`config.mk`:
```
export PLATFORM = sky130hd
export DESIGN_NAME = cycle_window_counter
export DESIGN_NICKNAME = d
export VERILOG_FILES = /design/src/rtl/cycle_window_pkg.sv /design/src/rtl/cycle_window_channel.sv /design/src/rtl/cycle_window_counter.sv
export SDC_FILE = /design/constraint.sdc
export NUM_CORES = 1
export LEC_CHECK = 0
export CORE_AREA = 2 2 54 56
export DETAILED_ROUTE_END_ITERATION = 8
export DIE_AREA = 0 0 56 58
export GPL_TIMING_DRIVEN = 0
export PLACE_DENSITY_LB_ADDON = 0.2
export RECOVER_POWER = 100
export SETUP_SLACK_MARGIN = 0.05
export SYNTH_ARGS = -nofsm -noshare
export SYNTH_HDL_FRONTEND = slang
export SYNTH_HIERARCHICAL = 1
export SYNTH_SLANG_ARGS = --single-unit
```
`constraint.sdc`:
```
create_clock -name clk_i -period 1.25 [get_ports clk_i]
set_input_delay 0.25 -clock clk_i [delete_from_list [all_inputs] [get_ports clk_i]]
set_output_delay 0.25 -clock clk_i [all_outputs]
set_load 0.02 [all_outputs]
```
`src/rtl/cycle_window_pkg.sv`:
```
`default_nettype none
// ============================================================================
// Module : cycle_window_pkg
// Brief  : Shared constants and channel-state type for the cycle window counter.
// Rev    : 1.0  initial release
// ============================================================================
package cycle_window_pkg;

    localparam int CNT_W_DEF = 5;
    localparam int TC_DEF    = 24;
    // Widest counter the channel-state struct can carry.
    localparam int CNT_W_MAX = 16;

    localparam logic MODE_CONT    = 1'b0;
    localparam logic MODE_ONESHOT = 1'b1;

    typedef struct packed {
        logic [CNT_W_MAX-1:0] count;
        logic                 finished;
        logic                 overrun;
        logic                 halted;
    } chan_state_t;

endpackage
`default_nettype wire

```
`src/rtl/cycle_window_channel.sv`:
```
`default_nettype none
// ============================================================================
// Module : cycle_window_channel
// Brief  : One counter channel: count, sticky finished/overrun, one-shot halt.
//          Overrun tracking is built only when CYCLE_WINDOW_OVERRUN_EN is defined.
// Rev    : 1.0  initial release
// ============================================================================
module cycle_window_channel
    import cycle_window_pkg::*;
#(
    parameter int CNT_W = CNT_W_DEF
) (
    input  logic             clk_i,
    input  logic             rst_i,
    input  logic             enable_i,
    input  logic             increment_i,
    input  logic             restart_i,
    input  logic             clear_i,
    input  logic [CNT_W-1:0] term_count_i,
    input  logic             oneshot_i,
    output logic [CNT_W-1:0] count_o,
    output logic             finished_o,
    output logic             overrun_o
);

    logic [CNT_W-1:0]     count_q, count_d;
    logic                 finished_q, finished_d;
    logic                 halted_q, halted_d;
`ifdef CYCLE_WINDOW_OVERRUN_EN
    logic                 overrun_q, overrun_d;
`endif

    chan_state_t          cur;
    logic [CNT_W_MAX-1:0] term_ext;
    logic                 inc_ok;
    logic                 term_evt;

    always_comb begin
        cur          = '0;
        cur.count    = CNT_W_MAX'(count_q);
        cur.finished = finished_q;
        cur.halted   = halted_q;
`ifdef CYCLE_WINDOW_OVERRUN_EN
        cur.overrun  = overrun_q;
`else
        cur.overrun  = 1'b0;
`endif
    end

    assign term_ext = CNT_W_MAX'(term_count_i);
    // Restart outranks increment, so a coincident pulse is dropped here.
    assign inc_ok   = increment_i & enable_i & ~cur.halted & ~restart_i;
    assign term_evt = inc_ok & (cur.count >= term_ext);

    always_comb begin
        count_d    = count_q;
        halted_d   = cur.halted;
        finished_d = cur.finished;
        if (restart_i) begin
            count_d  = '0;
            halted_d = 1'b0;
        end else if (inc_ok) begin
            if (term_evt) begin
                count_d = '0;
                if (oneshot_i == MODE_ONESHOT) begin
                    halted_d = 1'b1;
                end
            end else begin
                count_d = count_q + CNT_W'(1);
            end
        end
        // A terminal event wins over clear so that no event is lost.
        if (term_evt) begin
            finished_d = 1'b1;
        end else if (clear_i) begin
            finished_d = 1'b0;
        end
    end

    always_ff @(posedge clk_i) begin
        if (rst_i) begin
            count_q    <= '0;
            finished_q <= 1'b0;
            halted_q   <= 1'b0;
        end else begin
            count_q    <= count_d;
            finished_q <= finished_d;
            halted_q   <= halted_d;
        end
    end

`ifdef CYCLE_WINDOW_OVERRUN_EN
    always_comb begin
        overrun_d = cur.overrun;
        if (clear_i) begin
            overrun_d = 1'b0;
        end else if (term_evt && cur.finished) begin
            overrun_d = 1'b1;
        end
    end

    always_ff @(posedge clk_i) begin
        if (rst_i) begin
            overrun_q <= 1'b0;
        end else begin
            overrun_q <= overrun_d;
        end
    end
`endif

    assign count_o    = count_q;
    assign finished_o = finished_q;
    assign overrun_o  = cur.overrun;

endmodule
`default_nettype wire

```
`src/rtl/cycle_window_counter.sv`:
```
`default_nettype none
// ============================================================================
// Module : cycle_window_counter
// Brief  : Multi-channel line-cycle counter with programmable terminal count.
//          Optional overrun tracking: define CYCLE_WINDOW_OVERRUN_EN.
// Rev    : 1.0  initial release
// ============================================================================
module cycle_window_counter
    import cycle_window_pkg::*;
#(
    parameter int NUM_CH = 2,
    parameter int CNT_W  = CNT_W_DEF,
    parameter int TC_RST = TC_DEF
) (
    input  logic                    clk_i,
    input  logic                    rst_i,
    input  logic                    enable_i,
    input  logic [NUM_CH-1:0]       increment_i,
    input  logic [NUM_CH-1:0]       restart_i,
    input  logic [NUM_CH-1:0]       clear_i,
    input  logic [CNT_W-1:0]        term_count_i,
    input  logic                    oneshot_i,
    output logic [NUM_CH*CNT_W-1:0] count_o,
    output logic [NUM_CH-1:0]       finished_o,
    output logic [NUM_CH-1:0]       overrun_o,
    output logic                    any_finished_o
);

    // TC_RST is the host's power-on terminal count; it must fit the counter.
    if (NUM_CH < 1 || NUM_CH > 8 || CNT_W < 1 || CNT_W > CNT_W_MAX ||
        TC_RST < 0 || TC_RST > (1 << CNT_W) - 1) begin : g_bad_param
        $error("cycle_window_counter: illegal NUM_CH/CNT_W/TC_RST");
    end

    for (genvar c = 0; c < NUM_CH; c++) begin : g_ch
        cycle_window_channel #(
            .CNT_W (CNT_W)
        ) u_ch (
            .clk_i        (clk_i),
            .rst_i        (rst_i),
            .enable_i     (enable_i),
            .increment_i  (increment_i[c]),
            .restart_i    (restart_i[c]),
            .clear_i      (clear_i[c]),
            .term_count_i (term_count_i),
            .oneshot_i    (oneshot_i),
            .count_o      (count_o[c*CNT_W +: CNT_W]),
            .finished_o   (finished_o[c]),
            .overrun_o    (overrun_o[c])
        );
    end

    assign any_finished_o = |finished_o;

endmodule
`default_nettype wire

```
==> impl_summary.md, run 1 <==
Run status
The run finished, with violations left. The final reports fail on negative setup slack.

Job
The max-capacitance violation count is 0.

Setup path
The origin of the worst setup path is increment_i[0]. The required time of the worst setup path is 1.43 ns. The signal on the critical path passes through clkdlybuf4s50_1, and4bb_2, nand3_1, o22a_4, and3_4. The peak per-stage delay on the critical path is 0.48 ns. The kind of launch point of the worst setup path is a primary input. Data on the critical path arrives at its endpoint at 1.55 ns.

The endpoint class of the critical path is a register. The slowest cell on the critical path is sky130_fd_sc_hd__clkdlybuf4s50_1. The launch point of the worst reg-to-reg path is g_ch[0].u_ch/count_o[0]$_SDFFE_PP0P_.

The highest net fanout along the worst path is 5. The class of the most critical setup path is in -> reg.

Floorplanning
In this run the vertical extent of the chip is 58 µm. The die covers 0.00325 mm². The initial core utilization is 33.9%. The die extent in x is 56 µm. The region available for standard cell placement spans 0.00266 mm². The initialized floorplan defines 19 standard-cell rows.

The count of boundary I/O pins is 30.

Final layout
The utilization after layout is 56.1%. The area of all placed cells without fillers is 0.00149 mm². The antenna diode count is 0. The finished layout holds 177 standard cells, fillers aside.

Of the cells placed in the final design, the portion with a size suffix greater than 1 is 42.5%. The final net count is 174. Compared with the post-synthesis result, the final layout area differs by 65.5%.

Routing
The remaining antenna violation count after routing is 0. The post-detailed-route DRC marker count is 0. Detailed routing inserted a total of 874 vias.

After detailed routing, the average wire length per cell comes to 13.1 µm. The routed via count divided by cell count is 4.94. The first detailed-routing pass took 3 iterations. After the first detailed-routing iteration, the DRC count stood at 11. Summed over all layers, the routed wires come to 2320 µm.

Synth
The cell count after synthesis is 105. Sequential cells were found to cover 31.1% of the synthesized design area. The post-synthesis cell area is 902 µm². The number of warning messages in the yosys log is 6. Yosys mapped the design onto 24 distinct sky130hd cell types. In this run the mean area of a mapped cell was 8.59 µm².

The synthesized design contains 14 register bits. When the netlist entered floorplanning its net count stood at 132.

Timing
The total count of hold-check failures in the final report came to 0. Setup repair after global routing could not meet its margin everywhere. Dividing the final minimum period by the clock period gives 110%. Measured against its own limit, the worst slew margin works out to 66.7%. The top achievable clock speed is 726 MHz. Across all hold checks on the routed design, the worst slack comes to 0.364 ns.

The number of endpoints failing setup at the final stage is 11. In the post-route analysis, the smallest setup slack over all paths is -0.128 ns. The post-route setup TNS is -0.898 ns.

The clock arrives with 0.0117 ns of skew. For the finished layout, the period the worst path requires is 1.38 ns. The slew at the pin closest to its max-slew limit is 0.498 ns.

The number of max-slew violations in the final report is 0.

Placed design
The number of buffer cells added on primary ports is 27. The cell count after placement is 163. At the end of routability-driven placement, the weighted congestion stood at 0.765. The worst setup timing slack at the placement stage is -0.583 ns. Detailed placement finished with a half-perimeter wire length of 1780 µm. The placed standard-cell area is 0.00136 mm².

GRT
After global routing, the most crowded layer is met2. The pin count of the biggest net entering global routing is 9. After global routing the overflow that remains totals 0.

The first global-routing pass estimated 3720 µm of wire. Global routing used 14.9% of the available tracks across all layers. The met1 layer usage reported by global route is 16.5%. For met2 alone, demand over resource in global routing was 26.7%. The number of antenna violations at the first check in global routing came to 0. The number of global-route vias before repair came to 876. The met3 layer usage reported by global route is 4.02%.

Clock network
No sink is reached through more buffers than the 2 on the longest clock path. After clock tree synthesis, the clock-pin slew on the worst setup and hold paths is 0.09 ns. The total CTS buffers is 3. The clock tree from TritonCTS is done. CTS placed an instance of sky130_fd_sc_hd__clkbuf_4 at the clock tree root. The clock reaches the later pin of the worst-skew pair after 0.29 ns. The number of H-tree levels is 1. The tree built by TritonCTS fans out to 14 sinks.

Power
The worst voltage drop across the vdd grid is 0.589 mV. The analysis attributes to cell leakage a power of 0.635 nW. The post-layout total power is 881 µW.

In this run the power density over the cells is 590 mW/mm².

Min path
The tightest min-delay check is of the in -> reg type. The startpoint of the tightest hold check path is restart_i[1].
[routing by layer]
layer	vias up	part of all wire [%]	wire length [µm]
met1	403	42	977
met2	16	53	1220
li1	449	-	-
met4	0	1.8	42
met5	-	0	0
met3	6	3.5	80
[cell type report]
cell class	count	area, µm²
Clock buffer	3	22.5
Multi-Input combinational cell	79	747
Sequential cell	14	307
Fill cell	255	1170
Tap cell	31	38.8
Timing Repair Buffer	37	322
Buffer	2	15.0
Inverter	10	37.5
Clock inverter	1	3.75
[placed cells by master, fill, tap and decap left out, types with 3 or more instances in the layout]
cell type and n:
sky130_fd_sc_hd__a21boi_1 4, sky130_fd_sc_hd__and3_4 5, sky130_fd_sc_hd__buf_4 12, sky130_fd_sc_hd__buf_6 5, sky130_fd_sc_hd__clkbuf_1 5, sky130_fd_sc_hd__clkbuf_4 3
sky130_fd_sc_hd__clkdlybuf4s15_2 3, sky130_fd_sc_hd__clkdlybuf4s50_1 6, sky130_fd_sc_hd__dfxtp_1 5, sky130_fd_sc_hd__dfxtp_2 3, sky130_fd_sc_hd__dfxtp_4 6, sky130_fd_sc_hd__dlygate4sd2_1 6
sky130_fd_sc_hd__ha_1 5, sky130_fd_sc_hd__ha_4 6, sky130_fd_sc_hd__inv_1 5, sky130_fd_sc_hd__inv_2 5, sky130_fd_sc_hd__nand2_1 12, sky130_fd_sc_hd__nand4_1 4
sky130_fd_sc_hd__nor2_1 4, sky130_fd_sc_hd__o21ai_1 4, sky130_fd_sc_hd__xnor2_1 6
[logic make-up after synthesis]
| group | synth area share, % |
|---|---|
| other cells | 0.832 |
| flops | 31.1 |
| xor+xnor | 5.83 |
| compound gates | 14.7 |
| buf+inv | 5.83 |
| simple gates | 25.1 |
| fa+ha+maj | 16.6 |
[synthesized netlist by cell type]
library cell	number	area (µm²)
sky130_fd_sc_hd__or2_1	1	6.26
sky130_fd_sc_hd__nand3_1	2	10.0
sky130_fd_sc_hd__nand2b_1	4	25.0
sky130_fd_sc_hd__nand2_1	12	45.0
sky130_fd_sc_hd__conb_1	2	7.51
sky130_fd_sc_hd__a21o_1	2	15.0
sky130_fd_sc_hd__a21oi_1	4	20.0
sky130_fd_sc_hd__dfxtp_1	14	280
sky130_fd_sc_hd__a31oi_1	2	12.5
sky130_fd_sc_hd__nor2_1	4	15.0
sky130_fd_sc_hd__ha_1	12	150
sky130_fd_sc_hd__o22a_2	2	20.0
sky130_fd_sc_hd__buf_4	2	15.0
sky130_fd_sc_hd__xnor2_1	6	52.6
sky130_fd_sc_hd__o21ai_1	2	10.0
sky130_fd_sc_hd__and3_1	6	37.5
sky130_fd_sc_hd__and4bb_2	2	25.0
sky130_fd_sc_hd__o211ai_1	2	15.0
sky130_fd_sc_hd__a21boi_0	4	30.0
sky130_fd_sc_hd__inv_1	10	37.5
sky130_fd_sc_hd__and3_2	2	15.0
sky130_fd_sc_hd__nand4_1	4	25.0
sky130_fd_sc_hd__nand4bb_1	2	22.5
sky130_fd_sc_hd__o21ai_0	2	10.0
[flip-flops by register name, indices dropped and copies added (netlist names)]
signal / cells
g_ch.u_ch/finished_o: 2
g_ch.u_ch/count_o: 10
g_ch.u_ch/halted_q: 2
[critical path: cells and delay by family]
family | cells | cell delay [ns]
AND/OR/NAND/NOR | 3 | 0.58
AO/OA/AOI/OAI | 1 | 0.25
buffers and inverters | 1 | 0.48
[power by group]
| part | internal [mW] | switching [mW] | total, mW |
|---|---|---|---|
| clock | 0.116 | 0.153 | 0.269 |
| combinational | 0.0947 | 0.0806 | 0.175 |
| sequential | 0.435 | 0.00160 | 0.437 |
[repair_timing]
item                                    4_1_cts  5_1_grt
endpoints found under the setup margin       27       24
resized for setup                            63       22
hold buffers                                  0        0
pin swaps                                    13        9
gates cloned                                  0        0
buffers inserted                              9        1
[path summary, 6_finish.rpt]
| kind | end | slack, ns | cells after the start |
|---|---|---|---|
| setup / recovery | g_ch[0].u_ch/count_o[3]$_SDFFE_PP0P_ | -0.13 | 5 |
| hold / removal | g_ch[1].u_ch/halted_q$_SDFFE_PP0P_ | 0.36 | 4 |
| setup reg to reg | g_ch[0].u_ch/count_o[3]$_SDFFE_PP0P_ | -0.12 | 6 |
| hold reg to reg | g_ch[0].u_ch/halted_q$_SDFFE_PP0P_ | 0.46 | 2 |
Power figures use the tool's default switching activity.
==> run 2, diff against run 1 <==
RECOVER_POWER = 25   (was 100)
==> run 2 against run 1 <==
  * The flow still finishes with violations (negative setup slack)
  * Worst setup slack barely moved
  * Die area unchanged
  * Clock skew unchanged
  * Via count is 0.11% higher
  * Critical path type unchanged
  * Critical endpoint unchanged
  * Highest routed layer unchanged
==> impl_summary.md, run 2 (synthesis gave the netlist of run 1 again) <==
Timing
The clock skew is 0.0117 ns (unchanged). The post-route worst setup slack was -0.128 ns (+0.0000500 ns). The total count of hold-check failures in the final report came to 0 (unchanged). The worst-case hold slack is 0.364 ns (unchanged).

The number of endpoints failing setup at the final stage was 11 (unchanged). The relative slew slack was 66.7% (about the same). The slew at the pin closest to its max-slew limit came to 0.498 ns (-0.0000390 ns).

Setup repair after global routing could not meet its margin everywhere. The number of max-slew violations in the final report is 0 (unchanged). The minimum period implied by the final worst setup slack is 1.38 ns (-0.0000500 ns). The part of the cycle the worst path needs is 110% (about the same). The top achievable clock speed was 726 MHz (about the same).

Final layout
The area of all placed cells without fillers came to 0.00150 mm² (+0.34%). The final net count was 174 (unchanged). The flip-flop count of the largest register, all copies and words added is 10 (unchanged). The filler cell count in the final layout is 254 (-0.39%). Relative to the synthesized area, the layout overhead comes to 66.0%.

In the layout the commonest cells are sky130_fd_sc_hd__nand2_1, sky130_fd_sc_hd__buf_4. The antenna diode count is 0 (unchanged). The utilization after layout is 56.3% (+0.19 points). The fraction of layout cells with a size suffix above 1 is 45.2% (+2.7 points).

Clock network
The number of H-tree levels is 1 (unchanged). The clock latency of the later-clocked register in the worst-skew pair is 0.29 ns (about the same). The largest buffer count on any clock path is 2 (unchanged).

The root buffer cell chosen for the clock tree is sky130_fd_sc_hd__clkbuf_4. TritonCTS built the clock tree. The total CTS buffers is 3 (unchanged). The total number of clock tree sinks came to 14 (unchanged).

The clock transition at the register clock pins on the worst setup and hold paths after CTS was 0.09 ns (about the same).

Routing
The number of search-and-repair iterations in the first detailed-routing pass is 3 (unchanged). The count of routing violations after the opening detailed-route iteration is 11 (unchanged). The remaining antenna violation count after routing was 0 (unchanged).

The routed via count divided by cell count is 4.94 (+0.11%). The total number of vias is 875 (+0.11%). The overall routed net length was 2320 µm (about the same).

The wire length per cell after detailed routing is 13.1 µm (about the same). The post-detailed-route DRC marker count is 0 (unchanged).

Floorplanning
The height of the die is 58 µm (unchanged). The number of cell rows is 19 (unchanged). The die extent in x is 56 µm (unchanged). The die outline area came to 0.00325 mm² (unchanged). The count of boundary I/O pins is 30 (unchanged). The core outline area is 0.00266 mm² (unchanged). The initial core utilization is 33.9% (unchanged).

Setup path
The data arrival time of the critical path is 1.55 ns (about the same). The class of the most critical setup path is in -> reg. The highest net fanout along the worst path is 5 (unchanged). The kind of launch point of the worst setup path is a primary input. In this run the critical register-to-register path is launched from g_ch[0].u_ch/count_o[0]$_SDFFE_PP0P_. The slack of the worst reg-to-reg path was -0.12 ns (about the same). The worst reg-to-reg path cell count was 6 (unchanged). The endpoint of the lowest-slack register-to-register path is g_ch[0].u_ch/count_o[3]$_SDFFE_PP0P_. The critical path capture point is g_ch[0].u_ch/count_o[3]$_SDFFE_PP0P_. The required time of the worst setup path came to 1.43 ns (about the same). The origin of the worst setup path is increment_i[0]. The endpoint class of the critical path is a register.

Power
The power per cell area is 588 mW/mm² (-0.33%). The switching power is 235 µW (about the same). The sequential fraction of design power is 49.6% (about the same).

The static leakage is 0.648 nW (+2.2%). The total internal power was 646 µW (about the same). The worst voltage drop across the vdd grid is 0.589 mV (about the same). The combinational share of power is 19.9% (about the same). The net switching fraction of the power is 26.7% (about the same). The share of power burned in the clock network was 30.5% (about the same).

GRT
The wire length of the first global-routing pass is 3720 µm (unchanged). The number of antenna violations at the first check in global routing was 0 (unchanged). The final global-route overflow total was 0 (unchanged). The total global-route track usage is 14.9% (unchanged). The number of global-route vias before repair came to 876 (unchanged). The pin count of the biggest net entering global routing is 9 (unchanged).

Placed design
The worst setup timing slack at the placement stage came to -0.583 ns (unchanged). The placed standard-cell area is 0.00136 mm² (unchanged). The number of buffer cells added on primary ports was 27 (unchanged). The detailed-placement wirelength estimate is 1780 µm (unchanged). The weighted congestion at the end of routability-driven global placement was 0.765 (unchanged).

Job
The max-capacitance violation count came to 0 (unchanged).

Min path
The worst hold path belongs to the class in -> reg.

Run status
The final reports fail on negative setup slack. The flow ran to the end, but the final reports show violations.
[run 2: changes by cell type in the layout (fill, tap and decap cells not counted), sizes merged]
cell    before  now
buf         17   20
clkbuf       8    5
[run 2: cell type report]
type	count	area, µm²	share of cell area, %
plain buffers	2	15.0	1.00
multi-input cells	79	747	49.9
well taps	31	38.8	2.59
clock buffers	3	22.5	1.50
repair buffers	37	325	21.7
inverters	10	37.5	2.51
clock inverters	1	3.75	0.251
flip-flops and latches	14	308	20.6
[run 2: repair_timing]
action,in CTS,in global routing
setup endpoints to repair,27,24
cloned,0,0
resized for setup,63,22
hold buffers,0,0
buffers inserted,9,1
pin swaps,13,9
[run 2: metrics by stage]
step | TNS (ns) | std cells | power [mW]
detailed placement | -7.73 | 163 | 0.616
floorplan | -0.613 | 105 | 0.543
finish | -0.900 | 177 | 0.881
CTS | -1.42 | 176 | 0.896
global placement | -7.49 | 163 | 0.610
global route | -1.36 | 177 | 0.931
[run 2: critical path, cell delays in order]
cell and delay (ns):
sky130_fd_sc_hd__clkdlybuf4s50_1 0.48, sky130_fd_sc_hd__and4bb_2 0.30, sky130_fd_sc_hd__nand3_1 0.11, sky130_fd_sc_hd__o22a_4 0.25
sky130_fd_sc_hd__and3_4 0.17
[run 2: worst min path at each step]
stage,from,to,slack (ns),cells after the start
3_5_place_dp,g_ch[0].u_ch/halted_q$_SDFFE_PP0P_,g_ch[0].u_ch/halted_q$_SDFFE_PP0P_,0.45,2
2_1_floorplan,rst_i,g_ch[0].u_ch/finished_o$_SDFFE_PP0P_,0.32,1
5_1_grt,restart_i[1],g_ch[1].u_ch/halted_q$_SDFFE_PP0P_,0.38,4
4_1_cts,g_ch[0].u_ch/halted_q$_SDFFE_PP0P_,g_ch[0].u_ch/halted_q$_SDFFE_PP0P_,0.47,2
6_report,restart_i[1],g_ch[1].u_ch/halted_q$_SDFFE_PP0P_,0.36,4
3_3_place_gp,g_ch[1].u_ch/halted_q$_SDFFE_PP0P_,g_ch[1].u_ch/halted_q$_SDFFE_PP0P_,0.45,2
[run 2: per-layer routing]
metal	track usage, %	vias up	part of all wire (%)
li1	-	449	-
met1	16.5	404	42
met2	26.7	16	53
met3	4.02	6	3.4
met4	6.80	0	1.8
met5	0	-	0
[run 2: power by group through the flow]
stage | clock network [mW] | registers (mW) | logic (mW)
finish | 0.269 | 0.437 | 0.175
global route | 0.302 | 0.438 | 0.192
detailed placement | 0 | 0.449 | 0.166
global placement | 0 | 0.449 | 0.161
floorplan | 0 | 0.451 | 0.0927
CTS | 0.287 | 0.437 | 0.172
==> patch, RTL diff (flow settings as in run 2) <==
`NUM_CH`: 2 -> 1.
--- a/src/rtl/cycle_window_counter.sv
+++ b/src/rtl/cycle_window_counter.sv
@@ -9,5 +9,5 @@
     import cycle_window_pkg::*;
 #(
-    parameter int NUM_CH = 2,
+    parameter int NUM_CH = 1,
     parameter int CNT_W  = CNT_W_DEF,
     parameter int TC_RST = TC_DEF
Interface: changed (6 resized); port bits go from 30 to 20. The function was not compared with the original's and may differ.
==> patch against run 2 <==
The flow still finishes with violations (setup timing). Sequential cell count is 7 lower. Setup slack improved by 0.016 ns. Cell area shrank 44%. Maximum frequency increased by 1.2%. Routed wire length shrank 50%. Cell count down 38%. Sequential power shrank 50%. Power down 41%. Area after synthesis fell by 50%. Critical path type unchanged.
==> patch: results <==
metrics = {
    "run_status": {
        "outcome": "finished, violations left",
        "violations": "setup timing",
    },
    "synth": {
        "ys_top_cells_by_count": "dfxtp_1, ha_1, nand2_1",
        "synthDistinctLibCells": 23,
        "synthTopCellsByArea": "dfxtp_1, ha_1, xnor2_1",
        "syn_nets": 71,
        "yosys_warnings": 6,
        "ys_seq_area_share_pct": 30.8,
        "syn_inst": 53,
    },
    "cts": {
        "clk_path_buf_depth": 2,
        "clk_pin_slew_ns": 0.05,
        "clock_latency_ns": 0.24,
        "cts-buffers-inserted": 3,
    },
    "pwr": {
        "ir_drop_uv": 331,
        "p_leak_nw": 0.345,
        "p_int_w": 0.000397,
    },
    "worst_hold_path": {
        "min_path_type": "flip-flop to flip-flop",
        "min_path_cells": 2,
    },
    "global_route": {
        "track_usage_pct": 8.05,
        "grt_max_degree": 8,
        "grt_pass1_vias": 467,
        "grt_pass1_wl_mm": 2.08,
    },
    "critical_path": {
        "cp_top_family": "buffers and inverters",
        "cpPeakStageDelay_ns": 0.47,
        "critPathSlowestCell": "clkdlybuf4s50_1",
        "cp_max_fo": 5,
        "worstPathArrival_ns": 1.50,
    },
    "route": {
        "initialDrtViolationCount": 7,
        "drt_wl_total_mm": 1.17,
        "vias_per_cell": 4.24,
        "drtPass1Iterations": 2,
    },
    "layout": {
        "stdcell_count": 110,
        "drive_gt1_share_pct": 48.1,
        "final_nets": 98,
        "antenna_cells": 0,
        "fillCellCount": 308,
        "largest_reg_flops": 5,
    },
    "sta": {
        "setup_violations": 7,
        "skew_ns": 0.000155,
        "worst_slack_ns": -0.112,
    },
    "placement": {
        "dp_hpwl_um": 903,
        "portBuffers": 18,
        "dp_cells": 102,
        "gp_congestion": 0.691,
    },
}
==> patch: cell types whose count changed after synthesis, moves of 3 or more <==
cell and change:
ha_1 -6, and3_1 -3, inv_1 -5, xnor2_1 -3, nand2_1 -6, dfxtp_1 -7
==> patch: cells by family after synthesis <==
logic type / count (synthesis) / synth area share (%)
AOI/OAI and AO/OA: 10 / 14.6
xor gates and xnor gates: 3 / 5.77
adders and majority gates: 6 / 16.5
buffers and inverters: 7 / 7.42
DFF: 7 / 30.8
other: 1 / 0.823
and+or+nand+nor: 19 / 24.2
==> patch: worst paths after layout <==
check | from | end | slack, ns
max | term_count_i[3] | g_ch[0].u_ch/count_o[4]$_SDFFE_PP0P_ | -0.11
min reg2reg | g_ch[0].u_ch/halted_q$_SDFFE_PP0P_ | g_ch[0].u_ch/halted_q$_SDFFE_PP0P_ | 0.47
min | g_ch[0].u_ch/halted_q$_SDFFE_PP0P_ | g_ch[0].u_ch/halted_q$_SDFFE_PP0P_ | 0.47
max reg2reg | g_ch[0].u_ch/count_o[2]$_SDFFE_PP0P_ | g_ch[0].u_ch/count_o[0]$_SDFFE_PP0P_ | -0.07
==> patch: per-stage QoR <==
stage / setup TNS [ns] / setup WS [ns] / instance area [um2] / hold slack [ns]
finish: -0.422 / -0.112 / 835 / 0.466
global route: -0.682 / -0.124 / 835 / 0.510
CTS: -0.708 / -0.134 / 803 / 0.469
detailed placement: -3.57 / -0.534 / 738 / 0.448
global placement: -3.54 / -0.539 / 738 / 0.443
floorplan: -0.350 / -0.0852 / 519 / 0.319
==> patch: power by group through the flow <==
stage	clock network [W]	registers [W]	logic, W
floorplan	0	0.000225	0.0000444
global placement	0	0.000225	0.0000887
detailed placement	0	0.000225	0.0000890
CTS	0.000209	0.000219	0.0000951
global route	0.000231	0.000219	0.000109
finish	0.000197	0.000219	0.000100
==> patch: final cells by class <==
type,instances,area [um2],share of cell area (%)
Inverter,5,18.8,2.25
Multi-Input combinational cell,39,399,47.8
Clock buffer,4,26.3,3.15
Tap cell,31,38.8,4.65
Buffer,2,15.0,1.80
Sequential cell,7,154,18.4
Timing Repair Buffer,22,183,21.9
==> patch: worst register-to-register path: cells and delay by family (launching register included) <==
kind	cells	cell delay, ns
adders and majority gates	1	0.21
buffers and inverters	1	0.12
DFF	1	0.35
AOI/OAI and AO/OA	4	0.56
==> patch: repair_timing <==
action,in CTS,in global routing
endpoints found under the setup margin,14,11
pin swaps,10,4
buffers inserted,3,1
gates resized for setup,36,10
==> patch: routing by layer <==
| layer | share of wire (%) | up-vias | global-route usage (%) |
|---|---|---|---|
| met4 | 0.77 | 0 | 3.06 |
| met5 | 0 | - | 0 |
| met2 | 53 | 10 | 15.0 |
| met1 | 41 | 216 | 8.56 |
| li1 | - | 238 | - |
| met3 | 4.3 | 2 | 2.46 |
